[src/rtl/cg_idle_ctrl.sv]
// Clock-gate sequencing controller: wakes, holds and idles out the enable of a
// latch-based clock-gate cell, and keeps saturating gating statistics.
module cg_idle_ctrl #(
  parameter int NUM_REQ     = 4,
  parameter int IDLE_CYCLES = 16,
  parameter int WAKE_CYCLES = 2
) (
  input  logic               clk,
  input  logic               rst,
  input  logic [NUM_REQ-1:0] req,
  input  logic               busy,
  input  logic               force_on,
  input  logic               clr_stat,
  output logic               cg_en,
  output logic               ready,
  output logic [15:0]        off_cycles,
  output logic [7:0]         wake_events
);

  generate
    if (NUM_REQ < 1) begin : g_bad_num_req
      $error("cg_idle_ctrl: NUM_REQ must be >= 1");
    end
    if ((IDLE_CYCLES < 1) || (IDLE_CYCLES > 256)) begin : g_bad_idle
      $error("cg_idle_ctrl: IDLE_CYCLES must be in 1..256");
    end
    if ((WAKE_CYCLES < 1) || (WAKE_CYCLES > 256)) begin : g_bad_wake
      $error("cg_idle_ctrl: WAKE_CYCLES must be in 1..256");
    end
  endgenerate

  localparam logic [7:0] IDLE_LAST = 8'(IDLE_CYCLES - 1);
  localparam logic [7:0] WAKE_LAST = 8'(WAKE_CYCLES - 1);

  typedef enum logic [1:0] {
    ST_OFF   = 2'd0,
    ST_WAKE  = 2'd1,
    ST_ON    = 2'd2,
    ST_DRAIN = 2'd3
  } state_e;

  state_e      state_q, state_d;
  logic [7:0]  wake_cnt_q, wake_cnt_d;
  logic [7:0]  idle_cnt_q, idle_cnt_d;
  logic        cg_en_q, cg_en_d;
  logic        ready_q, ready_d;
  logic [15:0] off_cycles_q, off_cycles_d;
  logic [7:0]  wake_events_q, wake_events_d;
  logic        act_s;
  logic        wake_start_s;

  assign act_s = (|req) | busy | force_on;

  // Next-state logic, plus outputs decoded from the next state so they are flop-driven
  always_comb begin
    state_d      = state_q;
    wake_cnt_d   = wake_cnt_q;
    idle_cnt_d   = idle_cnt_q;
    wake_start_s = 1'b0;
    case (state_q)
      ST_OFF: begin
        if (act_s) begin
          state_d      = ST_WAKE;
          wake_cnt_d   = 8'd0;
          wake_start_s = 1'b1;
        end else begin
          state_d = ST_OFF;
        end
      end
      ST_WAKE: begin
        // Wake always runs to completion regardless of activity.
        if (wake_cnt_q == WAKE_LAST) begin
          state_d    = ST_ON;
          idle_cnt_d = 8'd0;
        end else begin
          wake_cnt_d = wake_cnt_q + 8'd1;
        end
      end
      ST_ON: begin
        if (act_s) begin
          idle_cnt_d = 8'd0;
        end else if (idle_cnt_q == IDLE_LAST) begin
          state_d = ST_DRAIN;
        end else begin
          idle_cnt_d = idle_cnt_q + 8'd1;
        end
      end
      ST_DRAIN: begin
        if (act_s) begin
          state_d    = ST_ON;
          idle_cnt_d = 8'd0;
        end else begin
          state_d = ST_OFF;
        end
      end
      default: begin
        state_d = ST_OFF;
      end
    endcase

    if (state_d != ST_OFF) begin
      cg_en_d = 1'b1;
    end else begin
      cg_en_d = 1'b0;
    end
    if (state_d == ST_ON) begin
      ready_d = 1'b1;
    end else begin
      ready_d = 1'b0;
    end
  end

  // Saturating statistics; a clear wins over that cycle's increment
  always_comb begin
    off_cycles_d  = off_cycles_q;
    wake_events_d = wake_events_q;
    if (clr_stat) begin
      off_cycles_d  = 16'd0;
      wake_events_d = 8'd0;
    end else begin
      if ((state_q == ST_OFF) && (off_cycles_q != 16'hFFFF)) begin
        off_cycles_d = off_cycles_q + 16'd1;
      end else begin
        off_cycles_d = off_cycles_q;
      end
      if (wake_start_s && (wake_events_q != 8'hFF)) begin
        wake_events_d = wake_events_q + 8'd1;
      end else begin
        wake_events_d = wake_events_q;
      end
    end
  end

  // State, counter and output registers
  always_ff @(posedge clk or posedge rst) begin
    if (rst) begin
      state_q       <= ST_OFF;
      wake_cnt_q    <= 8'd0;
      idle_cnt_q    <= 8'd0;
      cg_en_q       <= 1'b0;
      ready_q       <= 1'b0;
      off_cycles_q  <= 16'd0;
      wake_events_q <= 8'd0;
    end else begin
      state_q       <= state_d;
      wake_cnt_q    <= wake_cnt_d;
      idle_cnt_q    <= idle_cnt_d;
      cg_en_q       <= cg_en_d;
      ready_q       <= ready_d;
      off_cycles_q  <= off_cycles_d;
      wake_events_q <= wake_events_d;
    end
  end

  assign cg_en       = cg_en_q;
  assign ready       = ready_q;
  assign off_cycles  = off_cycles_q;
  assign wake_events = wake_events_q;

endmodule

[config.mk]
export PLATFORM = sky130hd
export DESIGN_NAME = cg_idle_ctrl
export DESIGN_NICKNAME = d
export VERILOG_FILES = /design/src/rtl/cg_idle_ctrl.sv
export SDC_FILE = /design/constraint.sdc
export NUM_CORES = 1
export LEC_CHECK = 0
export CAP_MARGIN = 30
export CORE_ASPECT_RATIO = 1.75
export CORE_MARGIN = 2
export CORE_UTILIZATION = 35
export CTS_CLUSTER_SIZE = 20
export DETAILED_ROUTE_END_ITERATION = 8
export GPL_TIMING_DRIVEN = 0
export PLACE_DENSITY_LB_ADDON = 0.2
export SYNTH_ARGS = -nofsm -noshare
export SYNTH_HDL_FRONTEND = slang
export SYNTH_SLANG_ARGS = --single-unit
[constraint.sdc]
create_clock -name clk -period 1.8 [get_ports clk]
set_input_delay 0.36 -clock clk [delete_from_list [all_inputs] [get_ports clk]]
set_output_delay 0.36 -clock clk [all_outputs]
set_load 0.01 [all_outputs]
* Word level (Yosys, flattened, before mapping)
Index checks and enable logic that the tools add are counted.
** Word-level totals
- Flip-flop bits (word level) :: 44
- Word-level logic and storage cells :: 58
** Operators by class
- Reduce and logical (&&, ||, !) cells :: 11
- Mux-type cells :: 21
- $add $sub $neg :: 4
- Bitwise operators :: 2
- Equal/unequal tests :: 13
** Operator list (number)
- 2-to-1 mux 8 bit :: 7
- 2-to-1 mux 16 bit :: 2
- adder 8 x 1 -> 8 bit, second input constant :: 3
- case mux 8 bit (3 select lines) :: 1
- adder 16 x 1 -> 16 bit, second input constant :: 1
- inequality test 16 bit, second input constant :: 1
- case mux 8 bit (2 select lines) :: 1
- equality test 8 x 1 -> 1 bit, second input constant :: 1
- equality test 8 x 4 -> 1 bit, second input constant :: 1
- 2-to-1 mux 2 bit :: 4
- inequality test 2 bit, second input constant :: 4
- inequality test 8 bit, second input constant :: 1
- case mux 2 bit (4 select lines) :: 1
- nonzero test 2 bit :: 4
- equality test 2 bit, second input constant :: 3
- 2-to-1 mux 1 bit :: 5
- AND reduction 4 bit :: 1
- OR reduction 4 bit :: 1
- inequality test 3 bit, second input constant :: 1
- AND reduction 3 bit :: 1
- nonzero test 3 bit :: 1
- equality test 2 x 1 -> 1 bit, second input constant :: 1
- logical AND 1 bit :: 2
- logical NOT 2 bit :: 1
- OR 1 bit :: 2

* Logic depth before layout (Yosys ltp)
- Depth after elaboration :: 8
- Depth in mapped cells :: 6
- Depth with buffers taken out :: 6

* Worst setup path after synthesis
OpenSTA, ideal clock, no wires.
- Kind :: register to register
- Start :: register off_cycles_q[0] (netlist: off_cycles[0])
- End :: register off_cycles_q[14] (netlist: off_cycles[14])
- Slack :: 0.045 ns
- Data required time :: 1.680 ns
- Stages on the path, launching flop included :: 6
- Library setup time :: 0.120 ns
- Data arrival time :: 1.635 ns
- Buffers on the path :: 0
- Cells stage by stage :: dfrtp_1 ha_1 and4bb_2 nand4_4 or4_1 o211a_1
** On the way
- Longest elaborated chain between the ends :: 3
- Elaborated cells on any way between the ends :: 6
- Those cells by class :: add/sub: 1; eq/ne: 1; mux: 2; reduce/logical: 2
** RTL lines
- from (decl) :: RTL line 47 : logic [15:0] off_cycles_q, off_cycles_d;
- from (signal assigned) :: RTL line 150 : off_cycles_q <= off_cycles_d;
- adder 16 x 1 -> 16 bit / inequality test 16 bit (equally long branches) :: RTL line 122, 121
- 2-to-1 mux 16 bit / logical AND 1 bit (equally long branches) :: RTL line 121 : if ((state_q == ST_OFF) && (off_cycles_q != 16'hFFFF)) begin
- 2-to-1 mux 16 bit / nonzero test 2 bit (equally long branches)
Several ways; a longest one is shown, not always the timed one. The select of a mux whose other input is x is not followed.
A chain may end at the register's enable or synchronous reset.

* Worst setup path in the final report
- Start :: register wake_cnt_q[1]
- End :: register wake_cnt_q[2]
** On the way
- Longest elaborated chain between the ends :: 3
- Elaborated cells on any way between the ends :: 6
- Those cells by class :: add/sub: 1; eq/ne: 2; mux: 2; reduce/logical: 1
** RTL lines
- from (decl) :: RTL line 43 : logic [7:0] wake_cnt_q, wake_cnt_d;
- from (signal assigned) :: RTL line 146 : wake_cnt_q <= wake_cnt_d;
- adder 8 x 1 -> 8 bit / equality test 8 x 1 -> 1 bit (equally long branches) :: RTL line 76, 72
- 2-to-1 mux 8 bit / inequality test 2 bit (equally long branches)
- case mux 8 bit (2 select lines) / AND reduction 3 bit (equally long branches)
Several ways; a longest one is shown, not always the timed one. The select of a mux whose other input is x is not followed.

==> impl_results.md <==
* Status: finished, final reports clean
* Initial drt markers at between 100 and 150
* PortBufs at 34
* Mapped cell area at 2640 um2
* Yosys warning total at 0
* Leak Pwr at 1.42 nW
* Number of enable-type register cells in the synthesized netlist at 0
* Post-Synthesis Cells at between 200 and 300
* Grt ovf at 0
* Hold Path Class: in -> async
* Post-Syn Nets at roughly 290
* Unrepaired setup endpoints after global routing: true
* Via count at around 2300
* WL final at between 6000 and 7000 um
* HPWL after detailed placement at roughly 4500 um
* Htree depth at 2
* Pre-antenna DRT Iters at 4
* Critical R2R Launch: wake_cnt_q[1]
* Least-Margin Pin Slew at between 0.4 and 0.5 ns
* Clock network fraction of total power at 0.313
* Distinct cell type count after synthesis at 50
* Die area at ~8300 um2
* Synth Area per Inst at ~9.5 um2
* First-pass GRT wire length at roughly 11000 um
* Initial Util at 0.362
* Max_cap viols at 0
* CP startpoint: wake_cnt_q[1]
* Primary FF master, synth: dfrtp_1
* P&R area growth vs syn at 32.1%
* Final Worst Setup Slack at approximately 0.06 ns
* Crit path arrival time at 1.91 ns
* Initial antenna violation count at 0
* Fillers at just under 700
* Vias/cell at 5.58
* Final Hold Vio Count at 0
* CTS tree: yes
* Root buf cell: clkbuf_16
* Clk_lat worst skew at 0.29 ns
* Final nets at between 300 and 400
* Sink Count at 44
* Sequential share of power at 0.431
* DRC errors left at 0
* Element type at the critical path start: flop
* Max Fclk at between 500 and 600 MHz
* Row count at 41
* Post-synth top area share at 0.417
* Pwr dens at about 850 nW/um2
* Critical path required time at a little under 2 ns
* Sw frac at 0.316
* Net Sw Power at 0.000932 W
* Slew HR at 0.673
* VDD IR max at 598 uV
* Register-to-Register Path Depth at 7
* Seq cells post-synth at 44
* Number of I/O pins at 35
* Min Tclk post-route at approximately 1.7 ns
* Clk slew on worst S/H paths at ~0.060 ns
* CTS Buffer Depth at 2
* TritonCTS buffer count at 5
* Die width at between 60 and 70 um
* Layout cells sized above 1 at 0.229
* Total GRT Usage at 0.161
* Critical Path Sink Type: flop
* Asr flop ratio synth at 1.00
* Max Transition Viols Final at 0
* Critical path peak fanout at 6
* Final GP Congestion at 0.786
* Final number of setup-violating endpoints at 0
* Clock skew at between 0.006 and 0.007 ns
* Worst setup path category: reg -> reg
* Post-synth top area cell: dfrtp_1
* Logic pwr share at 0.256
* Synth top area cells: dfrtp_1 42%, mux2_2 4.7%, a21oi_1 4.2%, nand3_1 3.2%, nor2_1 3.0%
* Final period util at 0.967
* Pin count of the biggest net entering global routing at 31
* Number of global-route vias before repair at ~2300
* Setup WS pre-CTS at -0.499 ns
* N_diodes at 0
* Int Pwr at 0.00202 W
* Register area share after synthesis at 0.417
* Routed Antenna Nets at 0
* Die Ht at 119 um
* Core Region at about 7300 um2
* DR WL/cell at ~15 um
* Worst hold slack at ~0.36 ns
## placed cells by master, fill, tap and decap left out, types with 3 or more instances in the layout
master / netlist / layout
buf_4: 1 / 13
nor4_4: 3 / 3
clkbuf_16: 0 / 5
nand2_1: 20 / 19
o2bb2ai_1: 5 / 5
buf_6: 2 / 4
nand2b_1: 4 / 4
clkdlybuf4s50_1: 0 / 29
o31ai_1: 5 / 5
dlymetal6s2s_1: 0 / 5
nand3_1: 17 / 16
inv_1: 11 / 10
a21o_1: 4 / 3
ha_1: 5 / 3
mux2_2: 11 / 11
o21ai_0: 10 / 9
a31oi_1: 4 / 3
a21oi_2: 1 / 5
a211oi_1: 6 / 6
nand4_1: 5 / 5
dfrtp_1: 44 / 39
clkbuf_1: 7 / 6
nor3_1: 6 / 6
and4_1: 5 / 3
nor2b_1: 11 / 11
and3_1: 5 / 3
a22o_1: 3 / 3
nor2_1: 21 / 19
or4_1: 8 / 6
dfrtp_2: 0 / 5
a21oi_1: 22 / 18
mux2i_1: 6 / 6
## what timing repair did
| action | in CTS | in global routing |
|---|---|---|
| pin swaps | 2 | 8 |
| endpoints found under the setup margin | 19 | 23 |
| setup buffers | 8 | 6 |
| hold buffers | 0 | 0 |
| gates resized for setup | 8 | 31 |
## metrics by stage
| stage | std cells | setup TNS [ns] | utilization | power, W | instance area, um2 |
|---|---|---|---|---|---|
| after floorplan | 278 | 0 | - | 0.00171 | 2640 |
| after global routing | 418 | -0.0529 | 0.478 | 0.00314 | 3480 |
| final | 418 | 0 | 0.478 | 0.00295 | 3480 |
| after global placement | 398 | -39.30 | 0.424 | 0.00191 | 3090 |
| after detailed placement | 399 | -10.37 | 0.426 | 0.00192 | 3110 |
| after CTS | 413 | 0 | 0.458 | 0.00292 | 3340 |
## logic make-up (layout without fill, tap and decap cells)
kind of cell	after synthesis	count (layout)	synth area share
simple gates	118	118	0.267
flops	44	44	0.417
mux	17	17	0.0697
buf+inv	22	76	0.0384
compound gates	72	72	0.184
fa+ha+maj	5	5	0.0237
## cells in the mapped netlist, types with 4 or more instances
master and number:
and4_1 5, nand3_1 17, nand2b_1 4, nor2_1 21, nand4_1 5, mux2_2 11
clkbuf_1 7, inv_1 11, or4_1 8, dfrtp_1 44, and3_1 5, ha_1 5
a211oi_1 6, o2bb2ai_1 5, a21oi_1 22, nand2_1 20, o21ai_0 10, nor3_1 6
a21o_1 4, nor2b_1 11, mux2i_1 6, o31ai_1 5, a31oi_1 4
## sequential cells by signal, indices dropped and copies added (netlist names)
signal and cells:
off_cycles 16, state_q 2, ready 1, wake_events 8
idle_cnt_q 8, wake_cnt_q 8, cg_en 1
## final cells by class
cell class	count	area, um2	share of cell area
tap	86	108	0.0309
timing repair buffer	49	482	0.138
inverter	11	41.3	0.0119
multi-input combinational	212	1550	0.444
clock buffer	8	146	0.0420
sequential	44	1110	0.318
buffer	8	53.8	0.0154
## worst max-delay path: stages (launching register included)
cell and delay, ns:
dfrtp_2 0.44, inv_1 0.06, ha_1 0.15, nor3b_4 0.31, buf_4 0.17, a21o_1 0.17, o21ai_1 0.08, a22o_1 0.23
## path summary, 6_finish.rpt
check / to / slack (ns)
hold / removal: wake_events[1] / 0.36
max in group asynchronous: off_cycles[11] / 0.93
min in group clk: wake_events[7] / 0.50
setup reg to reg: wake_cnt_q[2] / 0.06
hold reg to reg: wake_events[7] / 0.50
setup / recovery: wake_cnt_q[2] / 0.06
## power by group through the flow
stage / sequential, W / clock, W / combinational, W
after floorplan: 0.00125 / 0 / 0.000463
after global placement: 0.00127 / 0 / 0.000639
after detailed placement: 0.00127 / 0 / 0.000649
after CTS: 0.00126 / 0.000961 / 0.000696
after global routing: 0.00129 / 0.00100 / 0.000846
final: 0.00127 / 0.000922 / 0.000756
## routing by layer
metal,track usage,vias up,wire length [um]
met5,0,-,0
met4,0.0541,0,72
li1,-,1148,-
met3,0.0305,6,161
met2,0.302,34,3550
met1,0.180,1145,2660
No activity file was read; power rests on OpenSTA's default activity.
